$ cat src/rtl/ram_fill_arbiter_pkg.sv
// ram_fill_arbiter_pkg: FSM state encoding and width helper shared by the arbiter files.
package ram_fill_arbiter_pkg;
  typedef enum logic [1:0] {IDLE = 2'd0, GRANT = 2'd1, XFER = 2'd2, GAP = 2'd3} state_t;
  function automatic int clog2(input int n);
    int r;
    for (r = 0; (1 << r) < n; r++) begin
    end
    return r;
  endfunction
endpackage

$ cat src/rtl/ram_fill_arbiter_if.sv
// ram_fill_arbiter_if: requester load handshake plus the shared RAM write port.
interface ram_fill_arbiter_if #(
  parameter int ADD_WIDTH  = 6,
  parameter int DATA_WIDTH = 8,
  parameter int NREQ       = 2
);
  logic [NREQ-1:0]                 req;
  logic [NREQ-1:0]                 grant;
  logic [NREQ*(ADD_WIDTH+1)-1:0]   addr_in;
  logic [NREQ*DATA_WIDTH-1:0]      data_in;
  logic                            ram_we;
  logic [ADD_WIDTH:0]              ram_addr;
  logic [DATA_WIDTH-1:0]           ram_din;
  logic                            busy;
  logic [NREQ-1:0]                 done;
  logic                            err;
  modport master (output req, addr_in, data_in, input grant, ram_we, ram_addr, ram_din, busy, done, err);
  modport slave  (input req, addr_in, data_in, output grant, ram_we, ram_addr, ram_din, busy, done, err);
endinterface

$ cat src/rtl/ram_fill_arbiter_rr_pick.sv
// ram_fill_arbiter_rr_pick: picks the first set request at or after ptr, wrapping, as one-hot.
module ram_fill_arbiter_rr_pick #(
  parameter int NREQ = 2,
  parameter int PW   = 1
) (
  input  logic [NREQ-1:0] req,
  input  logic [PW-1:0]   ptr,
  output logic [NREQ-1:0] pick,
  output logic            valid
);
  always_comb begin
    pick = '0;
    // Walk from farthest to nearest so the nearest set bit overwrites the rest
    for (int k = NREQ - 1; k >= 0; k--) begin
      if (req[(int'(ptr) + k) % NREQ]) pick = NREQ'(1) << ((int'(ptr) + k) % NREQ);
    end
    valid = |req;
  end
endmodule

$ cat src/rtl/ram_fill_arbiter.sv
// ram_fill_arbiter: round-robin grant of fixed-length write bursts from NREQ
// requesters onto one shared RAM write port, with sticky done/err reporting.
module ram_fill_arbiter
  import ram_fill_arbiter_pkg::*;
#(
  parameter int ADD_WIDTH  = 6,
  parameter int DATA_WIDTH = 8,
  parameter int NREQ       = 2,
  parameter int BURST      = 16
) (
  input logic clk,
  input logic rst,
  ram_fill_arbiter_if.slave bus
);
  localparam int AW = ADD_WIDTH + 1;
  localparam int PW = NREQ > 1 ? clog2(NREQ) : 1;
  localparam int CW = BURST > 1 ? clog2(BURST) : 1;
  state_t state, state_n;
  logic [PW-1:0] owner, ptr, pick_idx, owner_nx;
  logic [CW-1:0] cnt;
  logic [NREQ-1:0] pick;
  logic valid, beat, drop, last;
  ram_fill_arbiter_rr_pick #(.NREQ(NREQ), .PW(PW)) u_pick (
    .req(bus.req), .ptr(ptr), .pick(pick), .valid(valid)
  );
  always_comb begin
    pick_idx = '0;
    for (int i = 0; i < NREQ; i++) if (pick[i]) pick_idx = PW'(i);
  end
  always_comb begin
    beat = state == XFER && bus.req[owner];
    drop = state == XFER && !bus.req[owner];
    last = beat && cnt == CW'(BURST - 1);
    owner_nx = owner == PW'(NREQ - 1) ? '0 : owner + 1'b1;
    state_n = state == IDLE ? (valid ? GRANT : IDLE) :
              state == GRANT ? XFER :
              state == XFER ? (last || drop ? GAP : XFER) : IDLE;
  end
  assign bus.busy = state != IDLE;
  always_ff @(posedge clk or negedge rst) begin
    if (!rst) begin
      state        <= IDLE;
      owner        <= '0;
      ptr          <= '0;
      cnt          <= '0;
      bus.grant    <= '0;
      bus.ram_we   <= 1'b0;
      bus.ram_addr <= '0;
      bus.ram_din  <= '0;
      bus.done     <= '0;
      bus.err      <= 1'b0;
    end else begin
      state      <= state_n;
      bus.ram_we <= beat;
      if (state == IDLE && valid) begin
        owner     <= pick_idx;
        bus.grant <= pick;
        cnt       <= '0;
      end
      if (beat) begin
        bus.ram_addr <= bus.addr_in[int'(owner) * AW +: AW];
        bus.ram_din  <= bus.data_in[int'(owner) * DATA_WIDTH +: DATA_WIDTH];
        cnt          <= cnt + 1'b1;
      end
      // Completion and early drop both release the channel and rotate priority
      if (last || drop) begin
        bus.grant <= '0;
        ptr       <= owner_nx;
      end
      if (last) bus.done[owner] <= 1'b1;
      if (drop) bus.err <= 1'b1;
    end
  end
endmodule

$ cat src/flat_wrapper.sv
// flat-port wrapper written by rule: the top's interface ports become plain ports
module ram_fill_arbiter_flat import ram_fill_arbiter_pkg::*;
#(
  parameter int ADD_WIDTH  = 6,
  parameter int DATA_WIDTH = 8,
  parameter int NREQ       = 2,
  parameter int BURST      = 16
)
  (clk, rst, bus_req, bus_addr_in, bus_data_in, bus_grant, bus_ram_we, bus_ram_addr, bus_ram_din, bus_busy, bus_done, bus_err);
  ram_fill_arbiter_if #(.ADD_WIDTH(ADD_WIDTH), .DATA_WIDTH(DATA_WIDTH), .NREQ(NREQ)) bus_i ();
  input logic clk;
  input logic rst;
  input wire logic [$bits(bus_i.req)-1:0] bus_req;
  input wire logic [$bits(bus_i.addr_in)-1:0] bus_addr_in;
  input wire logic [$bits(bus_i.data_in)-1:0] bus_data_in;
  output wire logic [$bits(bus_i.grant)-1:0] bus_grant;
  output wire logic [$bits(bus_i.ram_we)-1:0] bus_ram_we;
  output wire logic [$bits(bus_i.ram_addr)-1:0] bus_ram_addr;
  output wire logic [$bits(bus_i.ram_din)-1:0] bus_ram_din;
  output wire logic [$bits(bus_i.busy)-1:0] bus_busy;
  output wire logic [$bits(bus_i.done)-1:0] bus_done;
  output wire logic [$bits(bus_i.err)-1:0] bus_err;
  assign bus_i.req = bus_req;
  assign bus_i.addr_in = bus_addr_in;
  assign bus_i.data_in = bus_data_in;
  assign bus_grant = bus_i.grant;
  assign bus_ram_we = bus_i.ram_we;
  assign bus_ram_addr = bus_i.ram_addr;
  assign bus_ram_din = bus_i.ram_din;
  assign bus_busy = bus_i.busy;
  assign bus_done = bus_i.done;
  assign bus_err = bus_i.err;
  ram_fill_arbiter #(.ADD_WIDTH(ADD_WIDTH), .DATA_WIDTH(DATA_WIDTH), .NREQ(NREQ), .BURST(BURST)) u_core (.clk(clk), .rst(rst), .bus(bus_i));
endmodule
$ cat config.mk
export PLATFORM = sky130hd
export DESIGN_NAME = ram_fill_arbiter_flat
export DESIGN_NICKNAME = d
export VERILOG_FILES = /design/src/rtl/ram_fill_arbiter_pkg.sv /design/src/rtl/ram_fill_arbiter_if.sv /design/src/rtl/ram_fill_arbiter_rr_pick.sv /design/src/rtl/ram_fill_arbiter.sv /design/src/flat_wrapper.sv
export SDC_FILE = /design/constraint.sdc
export NUM_CORES = 1
export LEC_CHECK = 0
export CORE_MARGIN = 2
export CORE_UTILIZATION = 42
export DETAILED_ROUTE_END_ITERATION = 10
export GPL_TIMING_DRIVEN = 0
export PLACE_DENSITY = 0.78
export SLEW_MARGIN = 20
export SYNTH_ARGS = -nofsm -noshare
export SYNTH_HDL_FRONTEND = slang
export SYNTH_SLANG_ARGS = --single-unit
$ cat constraint.sdc
create_clock -name clk -period 1.8 [get_ports clk]
set_clock_uncertainty 0.1 [all_clocks]
set_input_delay 0.27 -clock clk [delete_from_list [all_inputs] [get_ports clk]]
set_output_delay 0.27 -clock clk [all_outputs]
set_load 0.05 [all_outputs]
Word-level counts from Yosys, hierarchy flattened

Index checks and enable logic that the tools add are counted.

Bitwise logic cells: 2
Mux-type cells: 22
Shift-type cells: 4
Multipliers: 1
Add/sub/neg operators: 3
Divide/modulo/power cells: 0
Reductions and logical operators: 12
Magnitude comparators: 4
Equal/unequal tests: 3

Operator list:

| cell                                                 | count |
|---|---|
| indexed part select 14 x 32 -> 7 bit                 | 1 |
| << shifter 1 x 32 -> 2 bit (first input constant)    | 1 |
| indexed part select 16 x 5 -> 8 bit                  | 1 |
| 2-to-1 mux 2 bit                                     | 7 |
| 2-to-1 mux 1 bit                                     | 12 |
| 2-to-1 mux 4 bit                                     | 2 |
| nonzero test 2 bit                                   | 3 |
| logical AND 1 bit                                    | 5 |
| adder 4 x 1 -> 4 bit (second input constant)         | 1 |
| equality test 4 bit (second input constant)          | 1 |
| < comparator 1 x 2 -> 1 bit (second input constant)  | 2 |
| multiplier 1 x 3 -> 4 bit (second input constant)    | 1 |
| < comparator 2 x 3 -> 1 bit (second input constant)  | 1 |
| adder 1 bit (second input constant)                  | 2 |
| equality test 2 x 1 -> 1 bit (second input constant) | 1 |
| equality test 2 bit (second input constant)          | 1 |
| zero test 2 bit                                      | 1 |
| OR 2 bit                                             | 1 |
| OR reduction 2 bit                                   | 1 |
| << shifter 1 x 1 -> 2 bit (first input constant)     | 1 |
| AND 1 bit (first input constant)                     | 1 |
| demux 1 bit (select 1 bit)                           | 1 |
| >= comparator 1 bit (second input constant)          | 1 |
| zero test 1 bit                                      | 1 |
| logical OR 1 bit                                     | 1 |

RAM bits: 0
Memories kept: 0
Output and inout bits: 22
Word-level logic and storage cells: 61
ROM bits: 0
Flip-flop bits (word level): 29
Input bits: 34
Latch bits: 0

Depth between registers and ports, before layout

Depth after elaboration: 9
Depth in mapped cells: 7
Mapped depth without buffers: 5

By module

From an unflattened synthesis, not the netlist that was laid out.

Cell total of the unflattened synthesis: 129
Area total of the unflattened synthesis: 1375.1 um^2

Modules (own cells, without submodules):

| module                   | sequential area each (um^2) | area each (um^2) | instances | cells each |
|---|---|---|---|---|
| ram_fill_arbiter         | 725.7                       | 1350.0           | 1         | 125 |
| ram_fill_arbiter_rr_pick | 0.0                         | 25.0             | 1         | 4 |

Least setup slack after synthesis

OpenSTA, ideal clock, no wires.

Path kind: flip-flop to flip-flop
Start point: reg u_core.state[0]
End point: reg u_core.bus.ram_din[0]
Period minus slack after synthesis: 1517 ps
Required time: 1617 ps
Path buffers: 2
Library setup time: 83 ps
Arrival time: 1335 ps
Stages on the path, launching flop included: 8
Path slack: 283 ps
Path through: dfrtp_1 > inv_1 > ha_1 > buf_2 > inv_1 > clkbuf_1 > o21ai_1 > o21ai_0

Cells in the longest elaborated chain, start to end: 2

Ends and longest elaborated chain:

| what                     | RTL line                  | RTL |
|---|---|---|
| start: declaration       | ram_fill_arbiter.sv:18    | `state_t state, state_n;` |
| start signal: assignment | ram_fill_arbiter.sv:53    | `state <= state_n;` |
| equality test 2 bit      | ram_fill_arbiter.sv:31    | `beat = state == XFER && bus.req[owner];` |
| logical AND 1 bit        | ram_fill_arbiter.sv:31    |  |
| end signal: assignment   | ram_fill_arbiter.sv:62    | `bus.ram_din <= bus.data_in[int'(owner) * DATA_WIDTH +: DATA_WIDTH];` |
| end: declaration         | ram_fill_arbiter_if.sv:18 | `modport slave (input req, addr_in, data_in, output grant, ram_we, ram_addr, ram_din, busy, done, err);` |

No other way between the ends.
A chain may end at the register's enable or synchronous reset.

Final worst setup path

Start point: reg u_core.state[0]
End point: out bus_busy

Cells in the longest elaborated chain, start to end: 1

Ends and longest elaborated chain:

| what               | RTL line               | RTL |
|---|---|---|
| nonzero test 2 bit | ram_fill_arbiter.sv:39 | `assign bus.busy = state != IDLE;` |
| end: declaration   | flat_wrapper.sv:20     | `output wire logic [$bits(bus_i.busy)-1:0] bus_busy;` |

No other way between the ends.

==> results.sh <==
export IMPL_critPathCaptureType="primary output"
export IMPL_cts_tree="built"
export IMPL_postSynthCellCount=124
export IMPL_cts_buffers=5
export IMPL_antenna_found_initial=0
export IMPL_synthSimpleGateAreaFrac_pct=5.85
export IMPL_slew_violations=0
export IMPL_drt_met1_wl_mm=1.30
export IMPL_synthDistinctLibCells=32
export IMPL_dieWidth_um=62.0
export IMPL_combPwrFrac_pct=60.2
export IMPL_die_h_um=62.0
export IMPL_power_density_nw_per_um2=1730
export IMPL_cp_common_cell="inv_1"
export IMPL_fin_nets=226
export IMPL_drc_errors=0
export IMPL_vdd_drop_max_mv=0.757
export IMPL_htreeDepth=2
export IMPL_synth_compound_area_share_pct=19.2
export IMPL_area_growth_pct=46.3
export IMPL_leakage_nw=0.978
export IMPL_cts_path_max_buffers=2
export IMPL_critPathKind="flop to primary output"
export IMPL_cp_cell_sequence="inv_1 > ha_2 > inv_1 > buf_2"
export IMPL_dr_pass1_iters=5
export IMPL_fillers=291
export IMPL_gp_congestion=0.790
export IMPL_layout_commonest_cell="clkdlybuf4s50_1"
export IMPL_top_layer="met4"
export IMPL_wl_mm=3.27
export IMPL_finalPower_w=0.00358
export IMPL_ant_nets=0
export IMPL_finalWorstSetupSlack_ns=0.139
export IMPL_synthAdderAreaFrac_pct=3.55
export IMPL_p_switching_w=0.00180
export IMPL_wl_met2_mm=1.80
export IMPL_maxCapViolations=0
export IMPL_drive_gt1_share_pct=13.8
export IMPL_internal_power_w=0.00178
export IMPL_worstSetupStartpointType="flop"
export IMPL_hold_viol=0
export IMPL_wl_met3_um=131
export IMPL_grt_max_degree=30
export IMPL_portBuffers=55
export IMPL_core_area_sq_um=3280
export IMPL_crit_fanout=7
export IMPL_outcome="finished clean"
export IMPL_muxShareOfSynthArea_pct=14.7
export IMPL_n_antenna_cell=0
export IMPL_dp_slack_ns=-0.120
export IMPL_grt_pass1_vias=1165
export IMPL_drt_iter0_drc=39
export IMPL_final_cells=235
export IMPL_timing_hold_ws_ns=0.355
export IMPL_netSwitchingFraction_pct=50.2
export IMPL_yosysWarnings=0
export IMPL_cpPeakStageDelay_ns=0.39
export IMPL_seqPwrFrac_pct=29.4
export IMPL_grt_overflow=0
export IMPL_final_cell_mix="clkdlybuf4s50_1, dfrtp_1, o21ai_1, dlygate4sd2_1, mux2i_1"
export IMPL_finalCritPeriodShare_pct=92.3
export IMPL_setup_violations_final=0
export IMPL_die_area_sq_um=3840
export IMPL_max_freq_mhz=602
export IMPL_wl_per_cell_um=13.9
export IMPL_worst_pin_slew_ns=0.624
export IMPL_start_util_pct=43.0
export IMPL_rows=21
export IMPL_syn_area_per_cell_sq_um=11.4
export IMPL_rsz0062_at_grt="no"
export IMPL_dpl_cell_area_sq_um=2010
export IMPL_drt_vias_per_instance=5.11
export IMPL_io_pins=56
export IMPL_synth_nets=162
export IMPL_path_clk_slew_ns=0.09
export IMPL_synthesis_area_sq_um=1410
export IMPL_worst_skew_pair_late_latency_ns=0.33
export IMPL_min_path_type="flop to flop"
export IMPL_relSlewSlack_pct=58.4
export IMPL_fin_crit_ns=1.66
export IMPL_grt_pass1_wl_mm=5.17
export IMPL_cp_arrival_ns=1.29
export IMPL_synth_xor_area_share_pct=0
export IMPL_hpwl_mm=2.55
export IMPL_synth_top_family_by_area="compound AO/OA/AOI/OAI gates"
export IMPL_clkSinkCount=29
export IMPL_p_clk_share_pct=10.4
export IMPL_stdcell_area_sq_um=2060
export IMPL_ys_seq_elements=29
export IMPL_slowest_stage="dfrtp_1"
export IMPL_grt_use_total_pct=19.1
export IMPL_root_buffer="clkbuf_4"
export IMPL_ys_seq_area_share_pct=51.4
export IMPL_placed_cells=225
export IMPL_required_ns=1.43
export IMPL_num_vias=1200
-- final cells by class --
cell class,instances,area (sq um),area share (%)
tap,46,57.6,2.79
clock inverter,2,10.0,0.485
clock buffer,6,41.3,2.00
multi-input combinational,81,614,29.8
timing repair buffer,57,532,25.8
sequential,29,726,35.2
inverter,8,33.8,1.64
buffer,6,50.0,2.42
-- worst max-delay path, delay by kind of cell, from the launching register on --
kind,cells,cell delay [ns]
DFF,1,0.39
buffers and inverters,3,0.33
adders and majority gates,1,0.24
-- power groups by stage --
stage	logic, W	clock network (W)	registers [W]
floorplan	0.000905	0	0.00171
global placement	0.00220	0	0.00106
detailed placement	0.00226	0	0.00108
CTS	0.00214	0.000382	0.00105
global route	0.00233	0.000407	0.00109
finish	0.00215	0.000371	0.00105
-- final timing paths --
kind,endpoint,slack (ns),depth (start not counted),startpoint
hold reg to reg,u_core.bus.err,0.36,1,u_core.bus.err
hold / removal,u_core.bus.err,0.36,1,u_core.bus.err
setup / recovery,bus_busy,0.14,4,u_core.state[0]
max in group asynchronous,u_core.bus.grant[1],0.79,2,rst
min in group asynchronous,u_core.bus.done[0],0.39,2,rst
setup reg to reg,u_core.bus.ram_din[0],0.17,7,u_core.state[0]
-- metrics by stage --
| stage | TNS (ns) | utilization (%) |
|---|---|---|
| 2_1_floorplan | 0 | - |
| 3_3_place_gp | -1.85 | 61.5 |
| 3_5_place_dp | -0.365 | 61.3 |
| 4_1_cts | -0.0124 | 62.6 |
| 5_1_grt | 0 | 62.9 |
| 6_report | 0 | 62.9 |
-- what timing repair did --
action,4_1_cts,5_1_grt
setup endpoints to repair,27,11
setup buffers,0,1
endpoints found under the hold margin,29,0
gates cloned,0,0
hold buffers,1,0
gates resized for setup,26,8
-- sequential cells by signal (all words and copies together) (netlist names) --
name / flops
u_core.bus.ram_din: 8
u_core.ptr: 1
u_core.bus.ram_we: 1
u_core.cnt: 4
u_core.state: 2
u_core.bus.grant: 2
u_core.bus.done: 2
u_core.bus.ram_addr: 7
u_core.bus.err: 1
u_core.owner: 1
-- cell usage after synthesis --
| cell | instances | area [sq um] |
|---|---|---|
| dfrtp_1 | 29 | 726 |
| o21ai_1 | 25 | 125 |
| mux2i_1 | 17 | 170 |
| inv_1 | 7 | 26.3 |
| o21ai_0 | 7 | 35.0 |
| ha_1 | 4 | 50.1 |
| a21oi_1 | 3 | 15.0 |
| and3_1 | 2 | 12.5 |
| buf_2 | 2 | 10.0 |
| buf_6 | 2 | 22.5 |
| nand2_1 | 2 | 7.51 |
| nand2b_1 | 2 | 12.5 |
| nand3_1 | 2 | 10.0 |
| nand4_1 | 2 | 12.5 |
| a21boi_0 | 1 | 7.51 |
| a21o_1 | 1 | 7.51 |
| a31o_1 | 1 | 8.76 |
| buf_4 | 1 | 7.51 |
| clkbuf_1 | 1 | 3.75 |
| inv_2 | 1 | 3.75 |
| mux2_4 | 1 | 15.0 |
| mux2i_4 | 1 | 22.5 |
| nand2_4 | 1 | 11.3 |
| nor2_1 | 1 | 3.75 |
| nor3b_2 | 1 | 12.5 |
| o21a_1 | 1 | 7.51 |
| o21ai_2 | 1 | 8.76 |
| o21ai_4 | 1 | 16.3 |
| o21bai_1 | 1 | 7.51 |
| o221ai_1 | 1 | 8.76 |
| o221ai_2 | 1 | 15.0 |
| o41ai_1 | 1 | 8.76 |
-- routing by layer --
metal  vias to the layer above  track usage [%]
met3                         4             6.21
li1                        575                -
met5                         -                0
met2                        30             33.9
met1                       591             21.6
met4                         0             6.38
-- cell families (layout without fill, tap and decap cells) --
| family | after synthesis | count (layout) |
|---|---|---|
| compound gates | 45 | 45 |
| flops | 29 | 29 |
| mux | 19 | 19 |
| buf+inv | 14 | 79 |
| simple gates | 13 | 13 |
| fa+ha+maj | 4 | 4 |
Power figures use the tool's default switching activity.
